<file path="src/rtl/tick_pkg.sv">
// Shared constants for the multi-channel tick generator: parameter defaults
// and the per-channel mode encoding.
package tick_pkg;

  localparam int CNT_W_DEF       = 20;
  localparam int DEFAULT_DIV_DEF = 1_000_000;

  typedef enum logic {
    MODE_PERIODIC = 1'b0,
    MODE_ONESHOT  = 1'b1
  } mode_e;

endpackage

</file>
<file path="src/rtl/tick_gen_multi_if.sv">
// Control/status bundle of tick_gen_multi: per-channel run/clear/mode,
// the divisor write port and the per-channel tick/done/busy flags.
interface tick_gen_multi_if #(
  parameter int NUM_CH = 4,
  parameter int CNT_W  = 20
);
  localparam int CH_W = (NUM_CH > 1) ? $clog2(NUM_CH) : 1;

  logic [NUM_CH-1:0] run;
  logic [NUM_CH-1:0] clear;
  logic [NUM_CH-1:0] oneshot;
  logic              cfg_we;
  logic [CH_W-1:0]   cfg_ch;
  logic [CNT_W-1:0]  cfg_div;
  logic [NUM_CH-1:0] o_tick;
  logic [NUM_CH-1:0] o_done;
  logic [NUM_CH-1:0] o_busy;

  modport master (
    output run, clear, oneshot, cfg_we, cfg_ch, cfg_div,
    input  o_tick, o_done, o_busy
  );

  modport slave (
    input  run, clear, oneshot, cfg_we, cfg_ch, cfg_div,
    output o_tick, o_done, o_busy
  );

endinterface

</file>
<file path="src/rtl/tick_chan.sv">
// One tick channel: programmable divisor, counter, registered tick and a
// sticky one-shot done flag, with clear > cfg write > done hold > run.
module tick_chan
  import tick_pkg::*;
#(
  parameter int CNT_W       = CNT_W_DEF,
  parameter int DEFAULT_DIV = DEFAULT_DIV_DEF
) (
  input  logic             clk,
  input  logic             reset_n,
  input  logic             run,
  input  logic             clear,
  input  logic             oneshot,
  input  logic             cfg_wr,
  input  logic [CNT_W-1:0] cfg_div,
  output logic             tick,
  output logic             done,
  output logic             busy
);

  // A divisor of 0 is treated as 1, so both terminate at count 0.
  function automatic logic [CNT_W-1:0] last_count(input logic [CNT_W-1:0] d);
    return (d == '0) ? '0 : d - CNT_W'(1);
  endfunction

  logic [CNT_W-1:0] div_reg, div_nxt;
  logic [CNT_W-1:0] count, count_nxt;
  logic             tick_q, tick_nxt;
  logic             done_q, done_nxt;

  always_comb begin
    div_nxt   = div_reg;
    count_nxt = count;
    tick_nxt  = 1'b0;
    done_nxt  = done_q;
    if (clear) begin
      count_nxt = '0;
      done_nxt  = 1'b0;
    end else if (cfg_wr) begin
      div_nxt   = cfg_div;
      count_nxt = '0;
    end else if (done_q) begin
      count_nxt = '0;
    end else if (run) begin
      if (count == last_count(div_reg)) begin
        count_nxt = '0;
        tick_nxt  = 1'b1;
        if (mode_e'(oneshot) == MODE_ONESHOT) done_nxt = 1'b1;
      end else begin
        count_nxt = count + CNT_W'(1);
      end
    end
  end

  always_ff @(posedge clk or negedge reset_n) begin
    if (!reset_n) begin
      div_reg <= CNT_W'(DEFAULT_DIV);
      count   <= '0;
      tick_q  <= 1'b0;
      done_q  <= 1'b0;
    end else begin
      div_reg <= div_nxt;
      count   <= count_nxt;
      tick_q  <= tick_nxt;
      done_q  <= done_nxt;
    end
  end

  assign tick = tick_q;
  assign done = done_q;
  assign busy = run & ~done_q & ~clear;

endmodule

</file>
<file path="src/rtl/tick_gen_multi.sv">
// NUM_CH independent tick channels sharing one divisor write port; the write
// strobe is decoded per channel and out-of-range indices match no channel.
module tick_gen_multi
  import tick_pkg::*;
#(
  parameter int NUM_CH      = 4,
  parameter int CNT_W       = CNT_W_DEF,
  parameter int DEFAULT_DIV = DEFAULT_DIV_DEF
) (
  input  logic            clk,
  input  logic            reset_n,
  tick_gen_multi_if.slave bus
);

  localparam int CH_W = (NUM_CH > 1) ? $clog2(NUM_CH) : 1;

  logic [NUM_CH-1:0] cfg_wr;
  logic [NUM_CH-1:0] tick_v;
  logic [NUM_CH-1:0] done_v;
  logic [NUM_CH-1:0] busy_v;

  for (genvar i = 0; i < NUM_CH; i++) begin : g_ch
    assign cfg_wr[i] = bus.cfg_we && (bus.cfg_ch == CH_W'(i));

    tick_chan #(
      .CNT_W       (CNT_W),
      .DEFAULT_DIV (DEFAULT_DIV)
    ) u_chan (
      .clk     (clk),
      .reset_n (reset_n),
      .run     (bus.run[i]),
      .clear   (bus.clear[i]),
      .oneshot (bus.oneshot[i]),
      .cfg_wr  (cfg_wr[i]),
      .cfg_div (bus.cfg_div),
      .tick    (tick_v[i]),
      .done    (done_v[i]),
      .busy    (busy_v[i])
    );
  end

  assign bus.o_tick = tick_v;
  assign bus.o_done = done_v;
  assign bus.o_busy = busy_v;

endmodule

</file>
<file path="src/flat_wrapper.sv">
// flat-port wrapper written by rule: the top's interface ports become plain ports
module tick_gen_multi_flat import tick_pkg::*;
#(
  parameter int NUM_CH      = 4,
  parameter int CNT_W       = CNT_W_DEF,
  parameter int DEFAULT_DIV = DEFAULT_DIV_DEF
)
  (clk, reset_n, bus_run, bus_clear, bus_oneshot, bus_cfg_we, bus_cfg_ch, bus_cfg_div, bus_o_tick, bus_o_done, bus_o_busy);
  tick_gen_multi_if #(.NUM_CH(NUM_CH), .CNT_W(CNT_W)) bus_i ();
  input  logic clk;
  input  logic reset_n;
  input wire logic [$bits(bus_i.run)-1:0] bus_run;
  input wire logic [$bits(bus_i.clear)-1:0] bus_clear;
  input wire logic [$bits(bus_i.oneshot)-1:0] bus_oneshot;
  input wire logic [$bits(bus_i.cfg_we)-1:0] bus_cfg_we;
  input wire logic [$bits(bus_i.cfg_ch)-1:0] bus_cfg_ch;
  input wire logic [$bits(bus_i.cfg_div)-1:0] bus_cfg_div;
  output wire logic [$bits(bus_i.o_tick)-1:0] bus_o_tick;
  output wire logic [$bits(bus_i.o_done)-1:0] bus_o_done;
  output wire logic [$bits(bus_i.o_busy)-1:0] bus_o_busy;
  assign bus_i.run = bus_run;
  assign bus_i.clear = bus_clear;
  assign bus_i.oneshot = bus_oneshot;
  assign bus_i.cfg_we = bus_cfg_we;
  assign bus_i.cfg_ch = bus_cfg_ch;
  assign bus_i.cfg_div = bus_cfg_div;
  assign bus_o_tick = bus_i.o_tick;
  assign bus_o_done = bus_i.o_done;
  assign bus_o_busy = bus_i.o_busy;
  tick_gen_multi #(.NUM_CH(NUM_CH), .CNT_W(CNT_W), .DEFAULT_DIV(DEFAULT_DIV)) u_core (.clk(clk), .reset_n(reset_n), .bus(bus_i));
endmodule
</file>
<file path="config.mk">
export PLATFORM = sky130hd
export DESIGN_NAME = tick_gen_multi_flat
export DESIGN_NICKNAME = d
export VERILOG_FILES = /design/src/rtl/tick_pkg.sv /design/src/rtl/tick_gen_multi_if.sv /design/src/rtl/tick_chan.sv /design/src/rtl/tick_gen_multi.sv /design/src/flat_wrapper.sv
export SDC_FILE = /design/constraint.sdc
export NUM_CORES = 1
export LEC_CHECK = 0
export CAP_MARGIN = 20
export CORE_ASPECT_RATIO = 1.4
export CORE_MARGIN = 2
export CORE_UTILIZATION = 60
export CTS_CLUSTER_SIZE = 16
export DETAILED_ROUTE_END_ITERATION = 6
export PLACE_DENSITY_LB_ADDON = 0.1
export SYNTH_ARGS = -nofsm -noshare
export SYNTH_HDL_FRONTEND = slang
export SYNTH_SLANG_ARGS = --single-unit
</file>
<file path="constraint.sdc">
create_clock -name clk -period 4.49 [get_ports clk]
set_input_delay 0.6735 -clock clk [delete_from_list [all_inputs] [get_ports clk]]
set_output_delay 0.6735 -clock clk [all_outputs]
set_load 0.05 [all_outputs]
</file>
# ---- Word level (Yosys, flattened, before mapping)
# Cells that the tools add are included.
dict set report classes {
  add_sub_neg 8
  multipliers 0
  div_mod_pow 0
  magnitude_cmp 0
  eq_ne 11
  shifts 0
  n_mux 68
  n_bitwise 16
  n_reduce_logical 17
}
# cell count
set op_table {}
lappend op_table {{20-bit two-way mux} 24}
lappend op_table {{20-bit by 1-bit adder with 20-bit output (second input constant)} 4}
lappend op_table {{20-bit == test} 4}
lappend op_table {{20-bit zero test} 4}
lappend op_table {{20-bit by 1-bit subtractor with 20-bit output (second input constant)} 4}
lappend op_table {{1-bit two-way mux} 44}
lappend op_table {{4-bit nonzero test} 4}
lappend op_table {{1-bit AND} 8}
lappend op_table {{2-bit inequality test (second input constant)} 4}
lappend op_table {{1-bit NOT} 8}
lappend op_table {{2-bit AND reduction} 4}
lappend op_table {{2-bit == test (second input constant)} 2}
lappend op_table {{1-bit logical AND} 4}
lappend op_table {{2-bit by 1-bit == test with 1-bit output (second input constant)} 1}
lappend op_table {{2-bit zero test} 1}
dict set report word_totals {
  ff_bits 168
  latch_bits 0
  mem_bits_rw 0
  rom_bits 0
  in_bits 37
  out_inout_bits 12
  wordCells 136
  memories 0
}

# ---- Depth between registers and ports, before layout
# Gate-level depths: netlist of the first run.
dict set report depth {
  ltp_word 8
  ltp_mapped 15
  mapped_depth_nobuf 11
}

# ---- Hierarchy
# A second synthesis of the first run with hierarchy kept.
dict set report unflattened {
  hier_cells 1477
  hier_area_um2 13103.8
}
# mod instances cells_each area_per_inst_um2 seq_area_each_um2
set modules_own_cells {}
lappend modules_own_cells {{tick_chan at u_core.g_ch[0].u_chan ...} 3 377 3338.2 1059.8}
lappend modules_own_cells {{tick_chan at u_core.g_ch[3].u_chan} 1 342 3051.7 1059.8}
lappend modules_own_cells {tick_gen_multi 1 4 37.5 0.0}

# ---- Worst setup path before layout of the first run
# No wires, ideal clock.
dict set report synth_timing {
  path_kind {register to register}
  from {register u_core.g_ch[1].u_chan.div_reg[0]}
  to {register u_core.g_ch[1].u_chan.count[1]}
  setup_ns 0.122
  arrival_time_ns 3.736
  required_time_ns 4.368
  slack_ns 0.633
  path_stages_with_launch 15
  n_path_buf 4
  synth_period_minus_slack_ns 3.857
  path_cell_list {dfrtp_1 inv_1 ha_1 or4b_1 clkbuf_1 or3_1 clkbuf_1 nor3_4 a21o_1 a22oi_1 or4_1 or4_1 buf_2 buf_6 a32o_1}
}
dict set report synth_via {
  elab_chain_len 8
  elab_cells_between_ends 9
  classes_between {1 x add/sub; 1 x eq/ne; 6 x mux; 1 x reduce/logical}
}
# element line_no
set synth_lines {}
lappend synth_lines {{from (decl)} tick_chan.sv:26} ;# logic [CNT_W-1:0] div_reg, div_nxt;
lappend synth_lines {{from (signal assigned)} tick_chan.sv:57} ;# div_reg <= CNT_W'(DEFAULT_DIV);
lappend synth_lines {{from (signal assigned)} tick_chan.sv:62} ;# div_reg <= div_nxt;
lappend synth_lines {{20-bit by 1-bit subtractor with 20-bit output / 20-bit zero test (equally long branches)} tick_chan.sv:23} ;# return (d == '0) ? '0 : d - CNT_W'(1);
lappend synth_lines {{20-bit two-way mux *} tick_chan.sv:23}
lappend synth_lines {{20-bit == test *} tick_chan.sv:45} ;# if (count == last_count(div_reg)) begin
lappend synth_lines {{20-bit two-way mux *} tick_chan.sv:45}
lappend synth_lines {{20-bit two-way mux *} tick_chan.sv:44} ;# end else if (run) begin
lappend synth_lines {{20-bit two-way mux *} tick_chan.sv:42} ;# end else if (done_q) begin
lappend synth_lines {{20-bit two-way mux *} tick_chan.sv:39} ;# end else if (cfg_wr) begin
lappend synth_lines {{20-bit two-way mux *} tick_chan.sv:36} ;# if (clear) begin
lappend synth_lines {{to (signal assigned)} tick_chan.sv:63} ;# count <= count_nxt;
lappend synth_lines {{to (decl)} tick_chan.sv:27} ;# logic [CNT_W-1:0] count, count_nxt;
# Mark *: on every way between the ends. The rest lies on a longest branch, timed or not. The select of a mux whose other input is x is not followed.
# A chain may end at the register's enable or synchronous reset.

# ---- Final worst setup path of the first run
dict set report layout_timing {
  from {register u_core.g_ch[1].u_chan.div_reg[0]}
  to {register u_core.g_ch[1].u_chan.count[13]}
}
# The elaborated chain is that of the path after synthesis.

==> impl_summary.log, run 1 <==
[metrics] Core Box Area: 19,800 um^2
[metrics] via total after detailed routing: 11,000
[metrics] Synth Warn #: 0
[metrics] multiplexer share of the synthesized area: 9.16%
[metrics] worst slew margin relative to its limit: 36.5%
[metrics] Post-synth EDFFs: 0
[metrics] summed instance area of the synthesized netlist: 12,200 um^2
[metrics] worst-margin pin slew: 0.952 ns
[metrics] effective utilization at floorplan: 61.3%
[metrics] number of stages on the worst setup path: 12
[metrics] Synth Area in Adders: 0.823%
[metrics] residual overflow from global routing: 0
[metrics] portion of the post-synthesis area used by sequential elements: 34.9%
[metrics] number of port buffers: 48
[metrics] critical-path maximum fanout: 13
[metrics] hold-fix buffers at CTS: 0
[metrics] status: completed
[metrics] clock tree from TritonCTS: yes
[metrics] fraction of the mapped netlist area in compound gates: 15.6%
[metrics] number of flip-flops and latches in the synthesized netlist: 168
[metrics] clock skew after layout: 0.0132 ns
[metrics] worst IR drop on VDD: 0.325 mV
[metrics] Synth-to-Final Area Change: 9.00%
[metrics] max incr delay on CP: 0.66 ns
[metrics] min cycle time layout: 4.04 ns
[metrics] Primary FF master, synth: sky130_fd_sc_hd__dfrtp_1
[metrics] number of antenna violations at the first check in global routing: 0
[metrics] Avg Vias per Cell: 6.70
[metrics] number of max-capacitance violations reported: 0
[metrics] xor-xnor portion of the synthesized cell area: 6.10%
[metrics] Leakage: 4.95 nW
[metrics] largest net degree at the start of global routing: 87
[metrics] number of top-level design ports: 49
[metrics] cells along the critical path: inv_1, ha_1, or4b_1, or3_1, nor3_1, mux2i_1, a2111oi_0, nand4_1, or4_1, buf_4, a31oi_1, o21ai_0
[metrics] wire length of the first global-routing pass: 51,900 um
[metrics] type of the setup path with the least slack: flop to flop
[metrics] Post-Synth Simple-Gate Area: 28.0%
[metrics] Final Cell Area: 13,300 um^2
[metrics] share of post-route cells with drive strength above 1: 13.6%
[metrics] count of final max-slew check failures: 0
[metrics] number of remaining DRC errors: 0
[metrics] FFs w/ async S/R, synth: 100%
[metrics] number of setup violations in the final report: 0
[metrics] Power per Cell Area: 358 nW/um^2
[metrics] Post-CTS Setup Repair Bufs: 0
[metrics] kind of capture point of the worst setup path: flop
[metrics] crit path launch type: flop
[metrics] main combinational cell family by area after synthesis: simple AND/OR/NAND/NOR gates
[metrics] horizontal die dimension: 124 um
[metrics] Worst-path clk slew: 0.08 ns
[metrics] Inserted Diodes: 0
[metrics] source-to-sink clock delay at the later pin of the worst-skew pair: 0.45 ns
[metrics] total global routing track utilization: 29.6%
[metrics] remaining antenna violation count: 0
[metrics] cell family with the largest share of critical-path delay: simple AND/OR/NAND/NOR gates
[metrics] number of detailed-routing iterations run before antenna repair: 5
[metrics] cell with the largest stage delay on the worst path: sky130_fd_sc_hd__or4_1
[metrics] cell chosen for the clock root: sky130_fd_sc_hd__clkbuf_16
[metrics] number of global-route vias before repair: 10,300
[metrics] number of cell instances on the worst register-to-register path: 12
[metrics] estimated wirelength of the detail-placed design: 23,300 um
[metrics] total die area: 21,400 um^2
[metrics] share of the clock period used by the worst path: 90.1%
[metrics] number of hold violations in the final report: 0
[metrics] die extent in y: 172 um
[metrics] routed length per placed instance: 19.4 um
[metrics] CTS max path bufs: 2
[metrics] final weighted congestion in routability-driven placement: 0.980
[metrics] critical path data arrival time: 4.37 ns
[metrics] count of unique library cells instantiated by Yosys: 82
[metrics] net count after synthesis: 1,441
[metrics] final layout net count: 1,417
[metrics] count of buffering cells on the critical path with inverters included: 2
[metrics] site row count: 61
[metrics] average instance area after synthesis: 8.71 um^2
[metrics] number of levels the H-tree was split into: 4
[metrics] Routed WL: 31,800 um
[metrics] number of gates resized after CTS: 0
[metrics] clk sink count: 168
[metrics] required time reported for the critical path endpoint: 4.81 ns
[metrics] RSZ-0062 raised after global routing: no
[metrics] initial DRC count: 869
[metrics] register-to-register setup slack: 0.45 ns
[metrics] Post-DP Area: 12,600 um^2
[metrics] synthesized netlist cell count: 1,396
[metrics] CTS Buf Count: 17
[metrics] Max Fclk: 247 MHz
[metrics] aggregate negative setup slack: 0 ns
[metrics] path class of the lowest-slack min-delay path: input pin to async pin
logic make-up after synthesis:
| kind of cell | count (synthesis) |
|---|---|
| xor+xnor | 80 |
| buf+inv | 159 |
| mux | 102 |
| simple gates | 614 |
| flops | 168 |
| compound gates | 265 |
| fa+ha+maj | 8 |
final timing paths:
check	start	to
max in group asynchronous	reset_n	u_core.g_ch[0].u_chan.count[9]
worst max-delay path	u_core.g_ch[1].u_chan.div_reg[0]	u_core.g_ch[1].u_chan.count[13]
min in group clk	u_core.g_ch[1].u_chan.done	u_core.g_ch[1].u_chan.done
worst min register to register	u_core.g_ch[1].u_chan.done	u_core.g_ch[1].u_chan.done
worst min-delay path	reset_n	u_core.g_ch[3].u_chan.count[3]
worst max register to register	u_core.g_ch[1].u_chan.div_reg[0]	u_core.g_ch[1].u_chan.count[13]
area by class of cell:
| cell class | count | area [um^2] |
|---|---|---|
| inverter | 44 | 165 |
| timing repair buffer | 72 | 669 |
| clock inverter | 15 | 179 |
| fill | 1698 | 6590 |
| tap | 252 | 315 |
| multi-input combinational | 1069 | 7260 |
| clock buffer | 17 | 425 |
| sequential | 168 | 4240 |
cell usage in the layout, fill, tap and decap left out, types with 11 or more instances in the layout:
master,n
sky130_fd_sc_hd__nand4b_1,12
sky130_fd_sc_hd__buf_4,23
sky130_fd_sc_hd__dfrtp_1,140
sky130_fd_sc_hd__dfstp_2,28
sky130_fd_sc_hd__o211ai_1,12
sky130_fd_sc_hd__or3_1,30
sky130_fd_sc_hd__nor2b_1,11
sky130_fd_sc_hd__o21ai_0,48
sky130_fd_sc_hd__nor4_1,30
sky130_fd_sc_hd__o22ai_1,19
sky130_fd_sc_hd__nand2b_1,13
sky130_fd_sc_hd__a31oi_1,40
sky130_fd_sc_hd__nand2_1,112
sky130_fd_sc_hd__nor2_1,66
sky130_fd_sc_hd__and3_1,42
sky130_fd_sc_hd__nor3_1,49
sky130_fd_sc_hd__mux2i_1,28
sky130_fd_sc_hd__o311ai_0,21
sky130_fd_sc_hd__inv_1,44
sky130_fd_sc_hd__clkdlybuf4s50_1,47
sky130_fd_sc_hd__a21oi_1,20
sky130_fd_sc_hd__or2_2,13
sky130_fd_sc_hd__clkbuf_16,17
sky130_fd_sc_hd__xnor2_1,48
sky130_fd_sc_hd__nand4_1,58
sky130_fd_sc_hd__mux2_2,74
sky130_fd_sc_hd__xor2_1,29
sky130_fd_sc_hd__nand3_1,97
sky130_fd_sc_hd__or4_1,20
layer usage:
| layer | up-vias | wire length (um) | track usage, % |
|---|---|---|---|
| li1 | 5224 | - | - |
| met1 | 5371 | 13100 | 36.3 |
| met2 | 307 | 16400 | 52.6 |
| met3 | 71 | 1200 | 3.22 |
| met4 | 0 | 1160 | 13.6 |
| met5 | - | 0 | 0 |
Yosys cell counts, types with 40 or more instances:
cell	number	area, um^2
sky130_fd_sc_hd__dfrtp_1	140	3500
sky130_fd_sc_hd__nand2_1	112	420
sky130_fd_sc_hd__nand3_1	97	485
sky130_fd_sc_hd__clkbuf_1	87	327
sky130_fd_sc_hd__mux2_2	74	833
sky130_fd_sc_hd__nor2_1	67	251
sky130_fd_sc_hd__nand4_1	58	363
sky130_fd_sc_hd__nor3_1	50	250
sky130_fd_sc_hd__o21ai_0	48	240
sky130_fd_sc_hd__xnor2_1	48	420
sky130_fd_sc_hd__inv_1	44	165
sky130_fd_sc_hd__and3_1	42	263
sky130_fd_sc_hd__a31oi_1	40	250
power by group:
part | internal, W | switching, W
sequential | 0.00172 | 0.000301
combinational | 0.000574 | 0.000617
clock | 0.000801 | 0.000736
stage by stage:
stage | setup WS, ns | power, W | util, % | instances | hold slack [ns]
after floorplan | 0.633 | 0.00287 | - | 1396 | 0.378
after global placement | 0.512 | 0.00319 | 63.7 | 1604 | 0.514
after detailed placement | 0.461 | 0.00321 | 63.7 | 1604 | 0.527
after CTS | 0.447 | 0.00475 | 66.7 | 1636 | 0.293
after global routing | 0.197 | 0.00498 | 66.8 | 1637 | 0.323
final | 0.445 | 0.00475 | 66.8 | 1637 | 0.254
worst reg2reg max path: cells and delay by family, from the launching register on:
kind | cells | cell delay (ns)
DFF | 1 | 0.42
muxes | 1 | 0.17
AOI/OAI and AO/OA | 3 | 0.80
adders and majority gates | 1 | 0.25
and+or+nand+nor | 5 | 1.95
buffers and inverters | 2 | 0.34
Power figures use the tool's default switching activity.
==> run 2: changes to the inputs <==
--- a/config.mk
+++ b/config.mk
@@ -9,6 +9,7 @@
 export CORE_ASPECT_RATIO = 1.4
 export CORE_MARGIN = 2
 export CORE_UTILIZATION = 60
+export CTS_BUF_LIST = sky130_fd_sc_hd__clkbuf_8
 export CTS_CLUSTER_SIZE = 16
 export DETAILED_ROUTE_END_ITERATION = 6
 export PLACE_DENSITY_LB_ADDON = 0.1
==> run 2 against run 1 <==
Global-route usage is 0.29 points lower. Critical path type unchanged. Sequential share of layout area is 0.47 points higher. First-iteration DRC count is 14% lower. The run now ends with DRC left. Design area is 1.4% lower. Highest routed layer unchanged. Clock power is 25% lower.
==> impl_summary.log, run 2 (synthesized netlist as in run 1, its figures left out) <==
[metrics] estimated wirelength of the detail-placed design: 23,300 um (unchanged)
[metrics] final layout net count: 1,417 (unchanged)
[metrics] CTS Buf Count: 17 (unchanged)
[metrics] effective utilization at floorplan: 61.3% (unchanged)
[metrics] critical path data arrival time: 4.40 ns (+0.03 ns)
[metrics] number of port buffers: 48 (unchanged)
[metrics] number of max-capacitance violations reported: 0 (unchanged)
[metrics] min cycle time layout: 4.03 ns (-0.0118 ns)
[metrics] clock skew after layout: 0.0178 ns (+0.00459 ns)
[metrics] violations in the final reports: DRC
[metrics] Power per Cell Area: 334 nW/um^2 (-6.8%)
[metrics] worst-margin pin slew: 0.947 ns (-0.00563 ns)
[metrics] total die area: 21,400 um^2 (unchanged)
[metrics] number of remaining DRC errors: 3 (+3)
[metrics] source-to-sink clock delay at the later pin of the worst-skew pair: 0.49 ns (+0.04 ns)
[metrics] number of detailed-routing iterations run before antenna repair: 7 (+2)
[metrics] commonest non-fill, non-tap cell in the layout: sky130_fd_sc_hd__dfrtp_1
[metrics] count of final max-slew check failures: 0 (unchanged)
[metrics] type of the setup path with the least slack: flop to flop
[metrics] number of setup violations in the final report: 0 (unchanged)
[metrics] clk sink count: 168 (unchanged)
[metrics] cell chosen for the clock root: sky130_fd_sc_hd__clkbuf_8
[metrics] most frequent cells in the layout: 140 x sky130_fd_sc_hd__dfrtp_1, 112 x sky130_fd_sc_hd__nand2_1, 97 x sky130_fd_sc_hd__nand3_1, 74 x sky130_fd_sc_hd__mux2_2, 66 x sky130_fd_sc_hd__nor2_1
[metrics] count of buffering cells on the critical path with inverters included: 2 (unchanged)
[metrics] number of global-route vias before repair: 10,200 (-0.86%)
[metrics] horizontal die dimension: 124 um (unchanged)
[metrics] kind of capture point of the worst setup path: flop
[metrics] worst IR drop on VDD: 0.216 mV (-33%)
[metrics] number of gates resized after CTS: 0 (unchanged)
[metrics] Overall Power: 0.00436 W (-8.1%)
[metrics] Synth-to-Final Area Change: 7.43%
[metrics] share of post-route cells with drive strength above 1: 13.6% (unchanged)
[metrics] worst reg2reg path startpoint: u_core.g_ch[1].u_chan.div_reg[0]
[metrics] number of hold violations in the final report: 0 (unchanged)
[metrics] dominant cell type by count on the critical path: sky130_fd_sc_hd__mux2i_1
[metrics] Post-CTS Setup Repair Bufs: 0 (unchanged)
[metrics] Leakage: 4.86 nW (-1.8%)
[metrics] path class of the lowest-slack min-delay path: input pin to async pin
[metrics] aggregate negative setup slack: 0 ns (unchanged)
[metrics] hold-fix buffers at CTS: 0 (unchanged)
[metrics] critical-path maximum fanout: 9 (-4)
[metrics] cell family with the largest share of critical-path delay: simple AND/OR/NAND/NOR gates
[metrics] fill cell instance count of the final layout: 1,717 (+1.1%)
[metrics] Avg Vias per Cell: 6.68 (-0.30%)
[metrics] total global routing track utilization: 29.3% (-0.29 points)
[metrics] CTS max path bufs: 2 (unchanged)
[metrics] crit path launch type: flop
[metrics] Core Box Area: 19,800 um^2 (unchanged)
[metrics] clock tree from TritonCTS: yes
[metrics] max incr delay on CP: 0.66 ns (about the same)
[metrics] remaining antenna violation count: 0 (unchanged)
[metrics] via total after detailed routing: 10,900 (-0.30%)
[metrics] residual overflow from global routing: 0 (unchanged)
[metrics] Max Fclk: 248 MHz (+0.29%)
[metrics] cells along the critical path: inv_1, ha_1, or4b_1, or3_1, nor3_1, mux2i_1, a2111oi_0, nand4_1, or4_1, buf_4, a31oi_1, mux2i_1
[metrics] RSZ-0062 raised after global routing: no
[metrics] non-filler instance count after layout: 1,637 (unchanged)
[metrics] Routed WL: 31,700 um (-0.43%)
[metrics] Worst-path clk slew: 0.11 ns (+0.03 ns)
[metrics] number of antenna violations at the first check in global routing: 0 (unchanged)
[metrics] routed length per placed instance: 19.4 um (-0.43%)
[metrics] site row count: 61 (unchanged)
[metrics] required time reported for the critical path endpoint: 4.85 ns (+0.04 ns)
[metrics] worst slew margin relative to its limit: 36.9% (+0.38 points)
[metrics] largest net degree at the start of global routing: 87 (unchanged)
[metrics] initial DRC count: 747 (-14%)
[metrics] start point of the critical path: u_core.g_ch[1].u_chan.div_reg[0]
[metrics] cell with the largest stage delay on the worst path: sky130_fd_sc_hd__or4_1
[metrics] number of top-level design ports: 49 (unchanged)
[metrics] share of the clock period used by the worst path: 89.8% (-0.26 points)
[metrics] placed cell count: 1,604 (unchanged)
[metrics] number of levels the H-tree was split into: 4 (unchanged)
[metrics] Inserted Diodes: 0 (unchanged)
[metrics] status: finished with violations
[metrics] wire length of the first global-routing pass: 51,500 um (-0.88%)
[metrics] die extent in y: 172 um (unchanged)
[metrics] final weighted congestion in routability-driven placement: 0.980 (unchanged)
[run 2: where the power goes]
part / internal, W / switching, W / total (W)
logic: 0.000574 / 0.000616 / 0.00119
registers: 0.00172 / 0.000299 / 0.00202
clock network: 0.000474 / 0.000680 / 0.00115
[run 2: stage by stage]
stage | util (%) | hold slack [ns] | setup WS [ns] | area (um^2)
6_report | 65.8 | 0.206 | 0.457 | 13100
5_1_grt | 65.8 | 0.264 | 0.198 | 13100
4_1_cts | 65.8 | 0.235 | 0.446 | 13000
3_5_place_dp | 63.7 | 0.527 | 0.461 | 12600
3_3_place_gp | 63.7 | 0.514 | 0.512 | 12600
2_1_floorplan | - | 0.378 | 0.633 | 12200
[run 2: cell type report]
type / instances / area [um^2] / share of cell area [%]
well taps: 252 / 315 / 2.41
repair buffers: 72 / 669 / 5.12
clock inverters: 15 / 179 / 1.37
flip-flops and latches: 168 / 4240 / 32.4
multi-input cells: 1069 / 7260 / 55.6
inverters: 44 / 165 / 1.26
clock buffers: 17 / 234 / 1.79
[run 2: worst reg2reg max path, stage by stage (launching register included)]
cell	delay (ns)
sky130_fd_sc_hd__dfrtp_1	0.43
sky130_fd_sc_hd__inv_1	0.09
sky130_fd_sc_hd__ha_1	0.24
sky130_fd_sc_hd__or4b_1	0.48
sky130_fd_sc_hd__or3_1	0.38
sky130_fd_sc_hd__nor3_1	0.27
sky130_fd_sc_hd__mux2i_1	0.16
sky130_fd_sc_hd__a2111oi_0	0.56
sky130_fd_sc_hd__nand4_1	0.15
sky130_fd_sc_hd__or4_1	0.66
sky130_fd_sc_hd__buf_4	0.24
sky130_fd_sc_hd__a31oi_1	0.17
sky130_fd_sc_hd__mux2i_1	0.09
[run 2: routing by layer]
metal	vias to the layer above	track usage, %	part of all wire [%]
met5	-	0	0
met4	0	12.8	3.3
met3	69	3.43	4.1
met2	329	52.5	51
met1	5312	35.8	41
li1	5230	-	-
[run 2: path summary, 6_finish.rpt]
| check | cells past startpoint | endpoint | slack (ns) |
|---|---|---|---|
| hold / removal | 1 | u_core.g_ch[3].u_chan.count[3] | 0.21 |
| min in group clk | 1 | u_core.g_ch[1].u_chan.done | 0.54 |
| hold reg to reg | 1 | u_core.g_ch[1].u_chan.done | 0.54 |
| setup / recovery | 12 | u_core.g_ch[1].u_chan.count[2] | 0.46 |
| setup reg to reg | 12 | u_core.g_ch[1].u_chan.count[2] | 0.46 |
| max in group asynchronous | 2 | u_core.g_ch[0].u_chan.div_reg[18] | 3.14 |
